**src/rtl/button_capture.sv**
```systemverilog
// button_capture: synchronize, debounce and pack active-low push buttons into a status word
module button_capture #(
  parameter int N_BUTTONS = 4,
  parameter int DEBOUNCE_CYCLES = 1000000,
  parameter int SYNC_STAGES = 2
) (
  input  logic                 clk,
  input  logic                 rst,
  input  logic [N_BUTTONS-1:0] button_n,
  output logic [31:0]          register_button,
  output logic [N_BUTTONS-1:0] press_pulse
);
  localparam int CW = $clog2(DEBOUNCE_CYCLES);
  logic [N_BUTTONS-1:0] sync [SYNC_STAGES];
  logic [N_BUTTONS-1:0] s, stable, level, last, press;
  logic [15:0] count;
  logic [CW-1:0] cnt [N_BUTTONS];
  assign s = ~sync[SYNC_STAGES-1];
  assign press = stable & ~level;
  assign register_button = {count, 8'(last), 8'(level)};
  // shift raw keys through the synchronizer chain, idling at released
  always_ff @(posedge clk or posedge rst)
    if (rst) for (int k = 0; k < SYNC_STAGES; k++) sync[k] <= '1;
    else begin
      sync[0] <= button_n;
      for (int k = 1; k < SYNC_STAGES; k++) sync[k] <= sync[k-1];
    end
  // per key: count consecutive disagreeing cycles, flip stable once the run is long enough
  always_ff @(posedge clk or posedge rst)
    if (rst) begin
      stable <= '0;
      for (int k = 0; k < N_BUTTONS; k++) cnt[k] <= '0;
    end else
      for (int k = 0; k < N_BUTTONS; k++)
        if (s[k] == stable[k]) cnt[k] <= '0;
        else if (cnt[k] == CW'(DEBOUNCE_CYCLES - 1)) begin
          stable[k] <= s[k];
          cnt[k] <= '0;
        end else cnt[k] <= cnt[k] + CW'(1);
  // register the packed word one cycle after a debounced change; only presses touch LAST/COUNT
  always_ff @(posedge clk or posedge rst)
    if (rst) begin
      level <= '0;
      last <= '0;
      count <= '0;
      press_pulse <= '0;
    end else begin
      level <= stable;
      press_pulse <= press;
      if (|press) begin
        last <= press;
        count <= count + 16'd1;
      end
    end
endmodule

```
**config.mk**
```make
export PLATFORM = sky130hd
export DESIGN_NAME = button_capture
export DESIGN_NICKNAME = d
export VERILOG_FILES = /design/src/rtl/button_capture.sv
export SDC_FILE = /design/constraint.sdc
export NUM_CORES = 1
export LEC_CHECK = 0
export BUFFER_PORTS_ARGS = -buffer_cell sky130_fd_sc_hd__buf_4
export CAP_MARGIN = 0
export CORE_MARGIN = 1
export CORE_UTILIZATION = 35
export CTS_CLUSTER_SIZE = 16
export DETAILED_ROUTE_END_ITERATION = 10
export PLACE_DENSITY = 0.53
export SLEW_MARGIN = 20
export SYNTH_ARGS = -nofsm -noshare
export SYNTH_HDL_FRONTEND = slang
export SYNTH_SLANG_ARGS = --single-unit
export TNS_END_PERCENT = 10
```
**constraint.sdc**
```tcl
create_clock -name clk -period 3.5 [get_ports clk]
set_input_delay 0.35 -clock clk [delete_from_list [all_inputs] [get_ports clk]]
set_output_delay 0.35 -clock clk [all_outputs]
set_load 0.02 [all_outputs]
```
==> results.md <==
- Internal Pwr Total: around 2.6 mW
- H-tree levels: 4
- Leakage: approximately 2.8 nW
- # port buffers: 33
- Max cap viols: 0
- Post-Route WL: about 11 mm
- CTS Buffer Depth: 2
- Worst Setup Path Type: reg2reg
- Min-Delay Path Class: in2reg
- Most frequent cells in the layout: dfrtp_1, nor2_1, xnor2_1, buf_4, nand2_1
- Critical path's largest stage delay: about 0.66 ns
- Most frequent CP cell: or4_1
- Clock latency on the worst-skew pair: about 0.42 ns
- Die span in x: ~130 um
- Row Count: 45
- Clock slew seen by the registers of the worst setup and hold paths: around 0.050 ns
- Final period demand of the worst path: 2.10 ns
- DR pass1 iterations: 4
- Via/cell ratio: between 4 and 5
- GP Congestion: 0.765
- Critical path required time: about 3.8 ns
- Power Dens Cells: slightly below 500 nW/um^2
- Status: complete, no violations
- GRT Residual Overflow: 0
- Logic gate share of total power: 0.027
- Crit path buf inv count: 0
- Final Max Tran Viols: 0
- Die Y: 128 um
- CP delay by family, top: simple AND/OR/NAND/NOR gates
- # setup viols final: 0
- P&R area growth vs syn: 20.4%
- Root Buffer Master: clkbuf_16
- First-pass GRT wire length: approximately 19 mm
- Most common cell after layout, fill and taps aside: dfrtp_1
- Worst Skew: around 0.013 ns
- DRC Markers: 0
- Layout Utilization: 0.435
- Fill cells: 1471
- WHS Path Cells: 1
- CP arrival: between 2 and 2.5 ns
- Sequential Power Share: 0.432
- Die Footprint: about 16000 um^2
- TritonCTS Sinks: between 100 and 150
- Via count: roughly 4000
- Post-Synthesis Cells: 542
- Post-CTS Resized: 0
- I/O Pins: 42
- Max frequency: around 0.48 GHz
- Number of global-route vias before repair: around 4000
- P_sw: just under 0.7 mW
- Synth warn: 0
- CP cell instances: ha_1 -> nand2_1 -> or4_1 -> or4_1 -> a21oi_1
- # diodes: 0
- IR Drop Worst-Case VDD: around 0.31 mV
- RSZ-0062 raised after global routing: no
- DR iter-0 viols: approximately 170
- Antenna violations before repair: 0
- Async SR Flop Fraction: 1.00
- Crit share post-route: 0.600
- CP Launch Type: flop
- Relative slew slack: 0.565
- Nets: around 600
- Crit. path cell count: 5
- Clock group share of total power: 0.541
- CTS tree: done
- Initial Util: 0.361
- Setup TNS Final: 0 ns
- Post-Syn Area per Cell: 10.2 um^2
- Post-DP HPWL: 7.28 mm
- Hold Vio Cnt, Final: 0
- Seq/Total Area, Yosys: 0.542
- Wire length per cell: ~14 um
- Core Area: around 15000 um^2
- Worst Setup End Kind: flop
- Critical Path Slowest Stage Cell: or4_1
- Netlist cell types: between 40 and 50
- Largest net degree at the start of global routing: about 100
- Synthesis-stage register bit count: 120
- Synthesized area: about 5600 um^2
- Slew @ Worst Pin: approximately 0.65 ns
- R2r worst-path depth: 5
- GRT Total Usage: 0.148
- Number of CTS-inserted buffers: 17
- Post-synth EDFFs: 0
- Share of cells above drive strength 1: 0.164
- Sw frac: 0.204
- Post-route ant nets: 0
- Main synth FF type: dfrtp_1
- Crit-path max FO: 8
==> state kept, by name, indices dropped and copies added (netlist names) <==
name	cells
cnt	80
count	16
sync	8
last	4
level	4
press_pulse	4
stable	4
==> metal layers <==
layer  part of all wire  track usage  vias to the layer above
met1               0.48        0.186                     1977
li1                   -            -                     1983
met4              0.014       0.0664                        0
met3              0.030       0.0380                       12
met2               0.48        0.241                       64
met5                  0            0                        -
==> cell type report <==
class / count / area (um^2) / share of cell area
multi-input cells: 386 / 2390 / 0.358
clock inverters: 9 / 120 / 0.0180
inverters: 19 / 75.1 / 0.0112
repair buffers: 42 / 330 / 0.0494
well taps: 211 / 264 / 0.0395
clock buffers: 23 / 488 / 0.0730
flip-flops and latches: 120 / 3010 / 0.451
==> cell usage after synthesis, types with 5 or more instances <==
cell type	n	area (um^2)
nand2_1	33	124
nor4_1	14	87.6
o31ai_1	15	113
xor2_1	25	219
nand3_1	29	145
nor3_1	17	85.1
ha_1	5	62.6
xnor2_1	40	350
dfrtp_1	112	2800
and3_1	7	43.8
or3_1	16	100
dfstp_2	8	210
clkbuf_1	12	45.0
o21ai_0	15	75.1
inv_1	19	71.3
or4_1	16	120
nand4_1	15	93.8
a21oi_1	24	120
buf_4	8	60.1
nor2_1	62	233
==> what timing repair did <==
action / 4_1_cts / 5_1_grt
setup buffers: 0 / 0
hold endpoints to repair: 16 / 0
hold buffers: 1 / 0
==> logic make-up (layout without fill, tap and decap cells) <==
kind of cell / Yosys count / in the layout / share of synthesized area
XOR/XNOR: 65 / 65 / 0.103
buffers and inverters: 43 / 93 / 0.0354
AND/OR/NAND/NOR: 239 / 239 / 0.230
AO/OA/AOI/OAI: 67 / 67 / 0.0743
other: 1 / 8 / 0.000675
flip-flops: 120 / 120 / 0.542
multiplexers: 2 / 2 / 0.00383
adder cells (fa/ha/maj): 5 / 5 / 0.0113
==> worst paths after layout <==
| path | from | end | slack [ns] |
|---|---|---|---|
| min reg2reg | sync[7] | sync[3] | 0.35 |
| max in group asynchronous | rst | sync[6] | 2.13 |
| max | cnt[20] | cnt[38] | 1.40 |
| min in group asynchronous | rst | cnt[18] | 0.50 |
| min | button_n[3] | sync[7] | 0.04 |
| max reg2reg | cnt[20] | cnt[38] | 1.40 |
==> per-stage QoR <==
step | worst slack [ns] | cell area (um^2) | instances | hold slack (ns) | power [mW]
after floorplan | 1.56 | 5580 | 549 | 0.345 | 1.51
after global placement | 1.42 | 6070 | 777 | 0.346 | 1.53
after detailed placement | 1.39 | 6070 | 777 | 0.347 | 1.54
after CTS | 1.39 | 6690 | 810 | 0.0247 | 3.34
after global routing | 1.27 | 6690 | 810 | 0.0304 | 3.41
final | 1.40 | 6690 | 810 | 0.0410 | 3.29
==> power by group through the flow <==
| stage | Clock [mW] | Combinational (mW) | Sequential, mW |
|---|---|---|---|
| after floorplan | 0 | 0.0695 | 1.44 |
| after global placement | 0 | 0.0885 | 1.45 |
| after detailed placement | 0 | 0.0897 | 1.45 |
| after CTS | 1.83 | 0.0911 | 1.42 |
| after global routing | 1.89 | 0.102 | 1.42 |
| final | 1.78 | 0.0877 | 1.42 |
Note: power is estimated with default switching activity, not from simulation.
